**config.mk**
```make
export PLATFORM = sky130hd
export DESIGN_NAME = serial_subtractor
export DESIGN_NICKNAME = d
export VERILOG_FILES = /design/src/rtl/serial_sub_pkg.sv /design/src/rtl/full_sub_cell.sv /design/src/rtl/serial_subtractor.sv
export SDC_FILE = /design/constraint.sdc
export NUM_CORES = 1
export LEC_CHECK = 0
export CORE_MARGIN = 4
export CORE_UTILIZATION = 49
export CTS_BUF_LIST = sky130_fd_sc_hd__clkbuf_4 sky130_fd_sc_hd__clkbuf_8 sky130_fd_sc_hd__clkbuf_16
export DETAILED_ROUTE_END_ITERATION = 10
export GPL_ROUTABILITY_DRIVEN = 0
export MAX_ROUTING_LAYER = met4
export PLACE_DENSITY = 0.84
export REMOVE_ABC_BUFFERS = 1
export SYNTH_ARGS = -nofsm -noshare
export SYNTH_HDL_FRONTEND = slang
export SYNTH_SLANG_ARGS = --single-unit
```
**constraint.sdc**
```tcl
create_clock -name clk -period 1.6 [get_ports clk]
set_input_delay 0.32 -clock clk [delete_from_list [all_inputs] [get_ports clk]]
set_output_delay 0.32 -clock clk [all_outputs]
set_load 0.03 [all_outputs]
```
**src/rtl/serial_sub_pkg.sv**
```systemverilog
// Shared types and defaults for the bit-serial subtractor.
// Used by serial_subtractor (optional signed-overflow output via SERIAL_SUB_OVF_EN).
package serial_sub_pkg;

  localparam int DEFAULT_WIDTH = 8;

  typedef enum logic [1:0] {
    IDLE  = 2'd0,
    SHIFT = 2'd1,
    DONE  = 2'd2
  } state_t;

endpackage : serial_sub_pkg

```
**src/rtl/full_sub_cell.sv**
```systemverilog
// Combinational 1-bit full subtractor: d = a - b - bin, with borrow-out.
module full_sub_cell (
  input  logic a,
  input  logic b,
  input  logic bin,
  output logic d,
  output logic bout
);

  logic w_axb;

  assign w_axb = a ^ b;
  assign d     = w_axb ^ bin;
  // Borrow when a<b outright, or when a==b and a borrow is already pending.
  assign bout  = (~a & b) | (~w_axb & bin);

endmodule : full_sub_cell

```
**src/rtl/serial_subtractor.sv**
```systemverilog
// Bit-serial WIDTH-bit subtractor, diff = a - b - bin, LSB-first at one bit per clock.
// Define SERIAL_SUB_OVF_EN to enable the signed-overflow output ovf (otherwise tied to 0).
module serial_subtractor
  import serial_sub_pkg::*;
#(
  parameter int WIDTH = DEFAULT_WIDTH
) (
  input  logic             clk,
  input  logic             rst,
  input  logic             start,
  input  logic [WIDTH-1:0] a,
  input  logic [WIDTH-1:0] b,
  input  logic             bin,
  output logic             busy,
  output logic             done,
  output logic [WIDTH-1:0] diff,
  output logic             bout,
  output logic             ovf
);

  localparam int             CW   = $clog2(WIDTH);
  localparam logic [CW-1:0]  LAST = CW'(WIDTH - 1);

  state_t           r_state;
  state_t           w_state_next;
  logic [WIDTH-1:0] r_sa;
  logic [WIDTH-1:0] r_sb;
  logic [WIDTH-1:0] r_sd;
  logic             r_br;
  logic [CW-1:0]    r_cnt;
  logic [WIDTH-1:0] r_diff;
  logic             r_bout;

  logic             w_accept;
  logic             w_last;
  logic             w_d;
  logic             w_bo;

  full_sub_cell u_cell (
    .a    (r_sa[0]),
    .b    (r_sb[0]),
    .bin  (r_br),
    .d    (w_d),
    .bout (w_bo)
  );

  assign w_accept = (r_state == IDLE) && start;
  assign w_last   = (r_state == SHIFT) && (r_cnt == LAST);

  // NOTE: sequential state uses non-blocking assignments so every flop samples pre-edge values.
  always_ff @(posedge clk) begin
    if (rst) begin
      r_state <= IDLE;
    end else begin
      r_state <= w_state_next;
    end
  end

  // NOTE: the default assignment first keeps this block free of inferred latches.
  always_comb begin
    w_state_next = r_state;
    unique case (r_state)
      IDLE:    if (start) w_state_next = SHIFT;
      SHIFT:   if (r_cnt == LAST) w_state_next = DONE;
      DONE:    w_state_next = IDLE;
      default: w_state_next = IDLE;
    endcase
  end

  // NOTE: the work registers are reset too, so an aborted operation leaves no stale partial result.
  always_ff @(posedge clk) begin
    if (rst) begin
      r_sa   <= '0;
      r_sb   <= '0;
      r_sd   <= '0;
      r_br   <= 1'b0;
      r_cnt  <= '0;
      r_diff <= '0;
      r_bout <= 1'b0;
    end else if (w_accept) begin
      r_sa  <= a;
      r_sb  <= b;
      r_br  <= bin;
      r_cnt <= '0;
    end else if (r_state == SHIFT) begin
      r_sa  <= r_sa >> 1;
      r_sb  <= r_sb >> 1;
      r_sd  <= {w_d, r_sd[WIDTH-1:1]};
      r_br  <= w_bo;
      r_cnt <= r_cnt + 1'b1;
      if (w_last) begin
        r_diff <= {w_d, r_sd[WIDTH-1:1]};
        r_bout <= w_bo;
      end
    end
  end

`ifdef SERIAL_SUB_OVF_EN
  // Borrow into the MSB; with the final borrow-out held in r_bout, their XOR is signed overflow.
  logic r_br_msb;

  always_ff @(posedge clk) begin
    if (rst) begin
      r_br_msb <= 1'b0;
    end else if (w_last) begin
      r_br_msb <= r_br;
    end
  end

  assign ovf = r_br_msb ^ r_bout;
`else
  assign ovf = 1'b0;
`endif

  assign busy = (r_state == SHIFT);
  assign done = (r_state == DONE);
  assign diff = r_diff;
  assign bout = r_bout;

endmodule : serial_subtractor

```
* Yosys cells after proc, flatten, opt, wreduce, memory -nomap -nowiden
Index checks and enable logic that the tools add are counted.
** Word-level totals
- Register bits :: 39
- Output and inout bits :: 12
** Operators by class
- Bitwise logic cells :: 8
- Add/sub/neg operators :: 1
- Equality and inequality tests :: 5
- Multiplexer cells :: 9
- Reduce and logical (&&, ||, !) cells :: 8
** Operators with widths (number)
- 8-bit 2-to-1 mux :: 4
- 2-bit 2-to-1 mux :: 2
- 2-bit case mux with 2 select lines :: 1
- 2-bit AND reduction :: 2
- 3-bit by 1-bit adder with 3-bit output, second input constant :: 1
- 3-bit equality test, second input constant :: 1
- 1-bit NOT :: 3
- 3-bit AND reduction :: 1
- 1-bit bitwise AND :: 2
- 2-bit by 1-bit equality test with 1-bit output, second input constant :: 1
- 2-bit equality test, second input constant :: 1
- 1-bit logical AND :: 2
- 2-bit logical NOT :: 1
- 1-bit 2-to-1 mux :: 2
- 2-bit by 1-bit inequality test with 1-bit output, second input constant :: 1
- 2-bit inequality test, second input constant :: 1
- 2-bit nonzero test :: 1
- 2-bit OR reduction :: 1
- 1-bit XOR :: 2
- 1-bit OR :: 1

* Logic depth before layout (Yosys ltp)
Gate-level depths: netlist (run 1).
- Depth in word-level cells :: 6
- Depth in mapped cells :: 6
- Mapped depth without buffers :: 5

* Cells and area by module
A second synthesis (run 1) with hierarchy kept.
** Second synthesis, totals
- Cell total of the unflattened synthesis :: 191
- Area, all modules :: 1541.5 µm²
** Modules (own cells, without submodules)
- serial_subtractor :: area an instance 1510.2 µm², sequential area each 760.7 µm², cells an instance 187, instances 1
- full_sub_cell :: area an instance 31.3 µm², sequential area each 0.0 µm², cells an instance 4, instances 1

* Worst setup path after synthesis (run 1)
No wires, ideal clock.
- Path kind :: flip-flop to flip-flop
- Start :: register r_state[0]
- End :: register r_br
- Arrival time :: 1.258 ns
- Stages on the path, launching flop included :: 6
- Clock period less this slack :: 1.377 ns
- Setup time :: 0.119 ns
- Path slack :: 0.223 ns
- Cells stage by stage :: dfxtp_1 > buf_6 > or3b_1 > buf_2 > buf_6 > o221a_1
** Between the ends
- Cells in the longest elaborated chain, start to end :: 3
- Elaborated cells on any way between the ends :: 5
** RTL lines
- start: declaration :: RTL line serial_subtractor.sv:24 : state_t r_state;
- start signal: assignment :: RTL line serial_subtractor.sv:55 : r_state <= w_state_next;
- 2-bit logical NOT :: RTL line serial_subtractor.sv:47 : assign w_accept = (r_state == IDLE) && start;
- 1-bit logical AND :: RTL line serial_subtractor.sv:47
- 1-bit 2-to-1 mux or 2-bit nonzero test (tied branches)
- end signal: assignment :: RTL line serial_subtractor.sv:83 : r_br <= bin;
- end signal: assignment :: RTL line serial_subtractor.sv:89 : r_br <= w_bo;
- end: declaration :: RTL line serial_subtractor.sv:29 : logic r_br;
Several ways; a longest one is shown, not always the timed one.
A chain may end at the register's enable or synchronous reset.

* Worst setup path after layout (run 1)
- Start :: register r_state[1]
- End :: output port done
** Between the ends
- Cells in the longest elaborated chain, start to end :: 1
** RTL lines
- 2-bit equality test :: RTL line serial_subtractor.sv:116 : assign done = (r_state == DONE);
- end: declaration :: RTL line serial_subtractor.sv:15 : output logic done,
No other way between the ends.

==> results by group, run 1 <==
Pwr
  – Max IR drop VDD: 0.5201 mV
  – Pwr Density: 912.2 nW/um^2
  – Leak pwr: 0.7823 nW

Synthesis
  – Number of synthesized flops with an enable pin: 0
  – Sequential fraction of the synthesis area: 50.54%
  – Ys flop type: dfxtp_1
  – Largest area contributor in the netlist: dfxtp_1
  – FFs w/ async S/R, synth: 0%
  – Synth top area share: 50.54%
  – Top post-synthesis cells by area: dfxtp_1, nor2_1, a21oi_1
  – Commonest cells in the netlist: nor2_1, dfxtp_1, nand2_1
  – Yosys warns: 0
  – Area of the mapped netlist: 1505 um^2
  – Mapped Cells: 185
  – Most frequent cell after synthesis: nor2_1
  – Syn Area/Cell: 8.136 um^2
  – FF+latch count, synth: 38
  – Synth unique cells: 26

GRT
  – Initial antenna violation count: 0
  – Vias in the first global route: 1343
  – Global Route Usage Sum: 17.39%
  – First-pass GRT wire length: 5423 um
  – Largest net degree at the start of global routing: 39
  – Overflow after GRT: 0

Die
  – Starting Density: 52.76%
  – Core area: 2853 um^2
  – Die height: 63.43 um
  – I/O Pins: 32
  – Die ar.: 4023 um^2
  – Number of core rows: 19
  – Die W: 63.43 um

Routing
  – DR pass1 iterations: 4
  – Vias: 1379
  – DR iter-0 viols: 68
  – Wire per inst: 12.36 um
  – Avg Vias per Cell: 5.560
  – Post-DRT Antenna Nets: 0
  – Routed Wire Length: 3065 um
  – DR DRC count: 0

Clocking
  – H-tree Lvls: 2
  – CTS tree: built
  – Root Driver: clkbuf_4
  – Latest clock arrival within the worst-skew pair: 340 ps
  – Clk slew on worst S/H paths: 100 ps
  – Sink Count: 38
  – Total CTS buffers: 5
  – Clk buf depth: 2
  – Hold buffer count at cts: 0

Finish
  – Non-filler cells in the finished layout: 248
  – Area Growth Syn to Fin: 25.77%
  – Nets: 241
  – Share of layout cells above drive strength 1: 8.756%
  – Antenna Diode Count: 0

Critical path
  – Cell Chain, Critical Path: nor2b_1 > clkdlybuf4s15_1
  – Worst reg2reg path depth: 5
  – Max stage delay on crit path: 380 ps
  – Startpoint types: flip-flop
  – Worst EP required: 1280 ps
  – Crit path max-delay family: buffers and inverters
  – Setup Crit Path Kind: reg -> out
  – Worst flop-to-flop path endpoint: r_sb[0]
  – Setup crit end kind: output pin
  – Crit path DAT: 1210 ps
  – R2R Setup Slk: 170 ps
  – Critical Path Fanout Max: 2
  – RR Startpoint: r_state[1]
  – Slowest cell on the critical path: clkdlybuf4s15_1
  – Crit path buf inv count: 1

STA
  – Post-route minimum period: 1529 ps
  – Final setup vio count: 0
  – Achievable frequency: 653.8 MHz
  – Setup TNS: 0 ps
  – RSZ-0062 raised after global routing: no
  – Fin crit share: 95.59%
  – Clock Skew: 10.43 ps
  – Slew Viols, Final: 0
  – Final Hold Fails: 0

Placement
  – Placed insts: 241
  – Port bufs: 30
  – DP HPWL: 2175 um

Run status
  – Status: finished clean

Hold path
  – Worst min-delay path class: reg -> reg
  – Hold Crit Start: diff[2]
  – WHS Path Cells: 2
  – Hold EP: diff[2]

Run
  – Max cap viols: 0
==> what timing repair did <==
item	4_1_cts	5_1_grt
gates resized for setup	11	1
setup buffers	1	0
endpoints found under the setup margin	11	1
==> per-stage QoR <==
step	hold slack (ps)	area [um^2]	utilization (%)	worst slack [ps]	total power [mW]
2_1_floorplan	389.1	1429	-	-236.8	1.148
3_3_place_gp	442.6	1846	64.69	-82.95	1.254
3_5_place_dp	446.5	1846	64.69	-99.06	1.264
4_1_cts	458.6	1892	66.32	22.01	1.739
5_1_grt	491.9	1893	66.36	5.070	1.808
6_report	458.6	1893	66.36	70.57	1.727
==> worst max-delay path by stage <==
stage                     slack (ps)  endpoint       start  depth (start not counted)
final                             70      done  r_state[1]                          2
after global routing               5   r_sb[0]  r_state[1]                          5
after CTS                         20      done  r_state[1]                          2
after detailed placement        -100      r_br       start                          4
after global placement           -80      r_br       start                          4
after floorplan                 -240      bout  r_state[0]                          4
==> logic make-up (layout without fill, tap and decap cells) <==
| kind of cell | after synthesis | count (layout) | synth area share (%) |
|---|---|---|---|
| buffers and inverters | 17 | 49 | 5.819 |
| adder cells (fa/ha/maj) | 3 | 3 | 2.992 |
| AND/OR/NAND/NOR | 96 | 96 | 28.35 |
| other | 1 | 1 | 0.2491 |
| AO/OA/AOI/OAI | 30 | 30 | 12.05 |
| flip-flops | 38 | 38 | 50.54 |
==> layer usage <==
layer / share of wire, % / global-route usage, %
met2: 49 / 28.94
met1: 43 / 19.25
met3: 6.2 / 4.618
met5: 0 / -
met4: 1.9 / 8.356
==> final cells by class <==
class	instances	area (um^2)
fill	256	959.7
inverter	3	11.26
clock buffer	6	51.30
sequential	38	760.7
multi-input combinational	130	656.9
tap	31	38.79
timing repair buffer	40	374.1
==> worst min-delay path, cell delays in order, from the launching register on <==
cell     delay (ps)
dfxtp_1         320
nand2_1          50
a21oi_1          50
==> report_power, final <==
part / switching [mW] / internal (mW) / total (mW)
clock: 0.283 / 0.198 / 0.481
combinational: 0.118 / 0.112 / 0.230
sequential: 0.0247 / 0.992 / 1.02
==> registers in the layout, summed over array words and instances, names as in the netlist <==
name	flops
bout	1
diff	8
r_br	1
r_cnt	3
r_sa	8
r_sb	8
r_sd	7
r_state	2
==> placed cells by master (no fill, tap or decap), types with 2 or more instances in the layout <==
cell type / Yosys / routed
dfxtp_1: 38 / 38
ha_1: 2 / 2
a21oi_1: 19 / 19
clkbuf_4: 0 / 5
a211oi_1: 2 / 2
o21ai_0: 2 / 2
nor2_1: 46 / 46
nand3b_1: 3 / 3
nor2b_1: 2 / 2
nor4_1: 13 / 13
dlygate4sd2_1: 0 / 9
a22oi_1: 2 / 2
buf_4: 1 / 10
clkdlybuf4s50_1: 0 / 19
inv_1: 3 / 2
nand3_1: 8 / 8
nand2_1: 22 / 22
Note: power is estimated with default switching activity, not from simulation.
==> inputs of run 2 (changes only) <==
CORE_UTILIZATION = 53   (was 49)
PLACE_DENSITY = 0.9   (was 0.84)
clock period = 2 ns   (was 1.6 ns; I/O delays follow)
==> results by group, run 2 (synthesis gave the netlist of run 1 again) <==
Clocking
  – Cts repair resizes: 1
  – Hold buffer count at cts: 0
  – H-tree Lvls: 2
  – Setup Fix Bufs, Post-CTS: 0
  – Sink Count: 38
  – Latest clock arrival within the worst-skew pair: 340 ps
  – Root Driver: clkbuf_4
  – Total CTS buffers: 5
  – Clk buf depth: 2
  – Clk slew on worst S/H paths: 100 ps
  – CTS tree: built

Routing
  – Wire per inst: 12.26 um
  – DR pass1 iterations: 4
  – Avg Vias per Cell: 5.451
  – DR DRC count: 0
  – Routed Wire Length: 3015 um
  – DR iter-0 viols: 67
  – Post-DRT Antenna Nets: 0
  – Vias: 1341

Critical path
  – Setup Crit Path Kind: reg -> out
  – Critical Path Fanout Max: 9
  – R2R Setup Slk: 620 ps
  – Startpoint types: flip-flop
  – Setup crit end kind: output pin
  – Crit path DAT: 1390 ps
  – Worst EP required: 1600 ps

STA
  – Worst setup margin: 213.6 ps
  – Final Hold Fails: 0
  – Fin crit share: 89.32%
  – Final setup vio count: 0
  – Setup TNS: 0 ps
  – Clock Skew: 9.044 ps
  – Slew Viols, Final: 0
  – Achievable frequency: 559.8 MHz
  – RSZ-0062 raised after global routing: no
  – Post-route minimum period: 1786 ps

Die
  – Starting Density: 55.06%
  – Number of core rows: 19
  – Die ar.: 3756 um^2
  – Core area: 2734 um^2
  – I/O Pins: 32
  – Die height: 61.29 um
  – Die W: 61.29 um

Placement
  – DP HPWL: 2068 um
  – Dpl ws: 184.7 ps
  – Port bufs: 30
  – Placed insts: 239

Pwr
  – Pwr Density: 796.5 nW/um^2
  – Power, Total: 1.522 mW
  – Leak pwr: 0.7424 nW
  – Max IR drop VDD: 0.5958 mV

GRT
  – Vias in the first global route: 1197
  – Largest net degree at the start of global routing: 39
  – Global Route Usage Sum: 19.00%
  – Overflow after GRT: 0
  – First-pass GRT wire length: 5023 um
  – Initial antenna violation count: 0

Run status
  – Status: finished clean

Finish
  – Area Growth Syn to Fin: 26.93%
  – Nets: 238
  – Antenna Diode Count: 0
  – Commonest non-fill, non-tap cells in the layout: nor2_1, dfxtp_1, clkdlybuf4s50_1
  – Commonest non-fill, non-tap cell in the layout: nor2_1
  – Share of layout cells above drive strength 1: 7.442%
  – Non-filler cells in the finished layout: 246

Run
  – Max cap viols: 0

Hold path
  – Worst min-delay path class: reg -> reg
[run 2: changes by cell type in the layout (fill, tap and decap cells not counted)]
cell,previous run,this run
buf_4,10,7
bufinv_16,0,1
clkdlybuf4s50_1,19,28
inv_2,1,0
clkdlybuf4s15_1,1,0
inv_1,2,3
dlygate4sd2_1,9,1
[run 2: stage by stage]
| step | hold slack (ps) | util, % | instance area [um^2] |
|---|---|---|---|
| 2_1_floorplan | 430.5 | - | 1429 |
| 3_5_place_dp | 445.3 | 66.96 | 1831 |
| 5_1_grt | 477.1 | 69.89 | 1911 |
| 4_1_cts | 460.2 | 69.89 | 1911 |
| 6_report | 458.1 | 69.89 | 1911 |
| 3_3_place_gp | 441.3 | 66.96 | 1831 |
[run 2: cell type report]
type,instances,area [um^2]
fillers,233,823.3
flip-flops and latches,38,760.7
multi-input cells,130,656.9
repair buffers,37,361.6
clock buffers,6,51.30
well taps,31,38.79
clock inverters,1,30.03
inverters,3,11.26
[run 2: worst paths after layout]
path                   start  endpoint  depth (start not counted)
setup reg to reg  r_state[0]   r_sa[6]                          4
hold reg to reg      diff[0]   diff[0]                          2
hold / removal       diff[0]   diff[0]                          2
setup / recovery  r_state[1]      done                          2
[run 2: where the power goes]
part	internal, mW	switching, mW	total, mW
logic	0.0859	0.0916	0.177
clock network	0.291	0.237	0.528
registers	0.793	0.0227	0.816
total	1.17	0.351	1.52
[run 2: metal layers]
metal	vias to the layer above	track usage (%)	part of all wire, %
met5	-	-	0
met4	0	6.502	1.2
met3	4	6.918	7.5
met2	50	31.72	48
met1	607	20.81	43
li1	680	-	-
[run 2: critical path, cell delays in order (launching register included)]
cell and delay [ps]:
dfxtp_1 460, nor2b_1 180, dlygate4sd2_1 410
==> inputs of run 3 (changes only) <==
CELL_PAD_IN_SITES_DETAIL_PLACEMENT = 0   (was default)
CELL_PAD_IN_SITES_GLOBAL_PLACEMENT = 1   (was default)
CORE_UTILIZATION = 48   (was 53)
CTS_CLUSTER_DIAMETER = 120   (was default)
DONT_BUFFER_PORTS = 1   (was default)
PLACE_DENSITY = 0.88   (was 0.9)
==> results by group, run 3 (synthesis gave the netlist of run 1 again) <==
GRT
  – Vias in the first global route: 1183
  – Initial antenna violation count: 0
  – Overflow after GRT: 0
  – Largest net degree at the start of global routing: 39
  – First-pass GRT wire length: 5133 um
  – Global Route Usage Sum: 16.30%

Placement
  – Placed insts: 218
  – Dpl ws: 379.1 ps
  – Port bufs: 0
  – DP HPWL: 1922 um

Clocking
  – Cts repair resizes: 0
  – Hold buffer count at cts: 0
  – CTS tree: built
  – Total CTS buffers: 5
  – Latest clock arrival within the worst-skew pair: 340 ps
  – Clk slew on worst S/H paths: 100 ps
  – Root Driver: clkbuf_4
  – Sink Count: 38
  – H-tree Lvls: 2
  – Setup Fix Bufs, Post-CTS: 0
  – Clk buf depth: 2

Routing
  – DR pass1 iterations: 4
  – DR DRC count: 0
  – Vias: 1197
  – Wire per inst: 12.59 um
  – Post-DRT Antenna Nets: 0
  – DR iter-0 viols: 52
  – Avg Vias per Cell: 5.296
  – Routed Wire Length: 2845 um

Critical path
  – Max stage delay on crit path: 500 ps
  – CP Depth: 2
  – Worst EP required: 1600 ps
  – Worst flop-to-flop path endpoint: diff[6]
  – Critical Path Fanout Max: 10
  – Slowest cell on the critical path: dfxtp_1
  – Critical path origin: r_state[0]
  – Worst reg2reg path depth: 5
  – Startpoint types: flip-flop
  – Crit path max-delay family: flip-flops
  – Crit path buf inv count: 1
  – CP endpoint: busy
  – Setup Crit Path Kind: reg -> out
  – Cell Chain, Critical Path: nand2b_1 > inv_1
  – Crit path DAT: 1330 ps
  – R2R Setup Slk: 390 ps
  – Setup crit end kind: output pin
  – RR Startpoint: r_cnt[0]

Die
  – Core area: 3028 um^2
  – Die height: 64 um
  – I/O Pins: 32
  – Number of core rows: 20
  – Die W: 64 um
  – Die ar.: 4096 um^2
  – Starting Density: 49.71%

Pwr
  – Sw power: 326.2 uW
  – Comb power frac: 8.7%
  – Pwr Density: 859.1 nW/um^2
  – Sequential power share: 60.5%
  – Clk network pwr share: 30.8%
  – Max IR drop VDD: 0.4690 mV
  – Sw frac: 24.18%
  – Leak pwr: 0.5944 nW
  – Internal: 1.023 mW

STA
  – Worst Max-Slew Pin Slew: 580.1 ps
  – Setup TNS: 0 ps
  – Slew Viols, Final: 0
  – Fin crit share: 86.57%
  – RSZ-0062 raised after global routing: no
  – Final setup vio count: 0
  – Achievable frequency: 577.6 MHz
  – Worst setup margin: 268.6 ps
  – Post-route minimum period: 1731 ps
  – Clock Skew: 5.011 ps
  – Final Hold Fails: 0
  – Max transition margin: 61.25%

Finish
  – Commonest non-fill, non-tap cells in the layout: nor2_1, dfxtp_1, nand2_1
  – Area Growth Syn to Fin: 4.323%
  – Nets: 204
  – Share of layout cells above drive strength 1: 6.593%
  – Commonest non-fill, non-tap cell in the layout: nor2_1
  – Non-filler cells in the finished layout: 226
  – Antenna Diode Count: 0

Run
  – Max cap viols: 0

Hold path
  – Worst min-delay path class: in -> reg

Run status
  – Status: finished clean
## run 3: cell count changes in the layout (fill, tap and decap cells not counted)
cell and change:
clkbuf_4 +1, dlygate4sd2_1 -1, clkinv_2 +1, bufinv_16 -1
buf_12 -1, clkdlybuf4s50_1 -28, buf_4 -4
## run 3: layout make-up
class,count,area (um^2)
fillers,299,1458
flip-flops and latches,38,760.7
multi-input cells,130,656.9
clock buffers,7,58.81
well taps,44,55.05
repair buffers,3,22.52
inverters,3,11.26
clock inverters,1,5.005
## run 3: metal layers
layer | share of wire, % | track usage (%) | vias to the layer above
met4 | 1.9 | 7.278 | 0
met1 | 44 | 17.78 | 547
met5 | 0 | - | -
li1 | - | - | 618
met3 | 5.8 | 5.272 | 7
met2 | 48 | 26.97 | 25
## run 3: how the worst min path moves through the flow
stage / start / to / slack, ps / cells after the start
2_1_floorplan: r_sd[1] / r_sd[1] / 430 / 2
3_3_place_gp: r_sd[1] / r_sd[1] / 440 / 2
3_5_place_dp: r_sd[1] / r_sd[1] / 440 / 2
4_1_cts: rst / r_sa[7] / 110 / 1
5_1_grt: rst / diff[3] / 100 / 1
6_report: rst / r_sa[7] / 120 / 1
## run 3: worst register-to-register path: stages, from the launching register on
cell and delay (ps):
dfxtp_1 380, ha_1 160, ha_1 400, nand3b_1 340, nand2_1 160, a21oi_1 70
## run 3: power groups by stage
| stage | clock (mW) | sequential (mW) | combinational [mW] |
|---|---|---|---|
| final | 0.416 | 0.816 | 0.117 |
| after floorplan | 0 | 0.827 | 0.0909 |
| after global routing | 0.473 | 0.822 | 0.133 |
| after CTS | 0.433 | 0.816 | 0.119 |
| after detailed placement | 0 | 0.833 | 0.118 |
| after global placement | 0 | 0.831 | 0.114 |
## run 3: metrics by stage
stage                     hold WS [ps]  area, um^2  total power, mW  utilization [%]
after floorplan                  430.5        1429           0.9181                -
after global placement           440.7        1506           0.9445            49.75
after detailed placement         444.3        1506           0.9514            49.75
after CTS                        110.2        1570            1.368            51.86
after global routing             97.08        1570            1.429            51.86
final                            121.3        1570            1.349            51.86
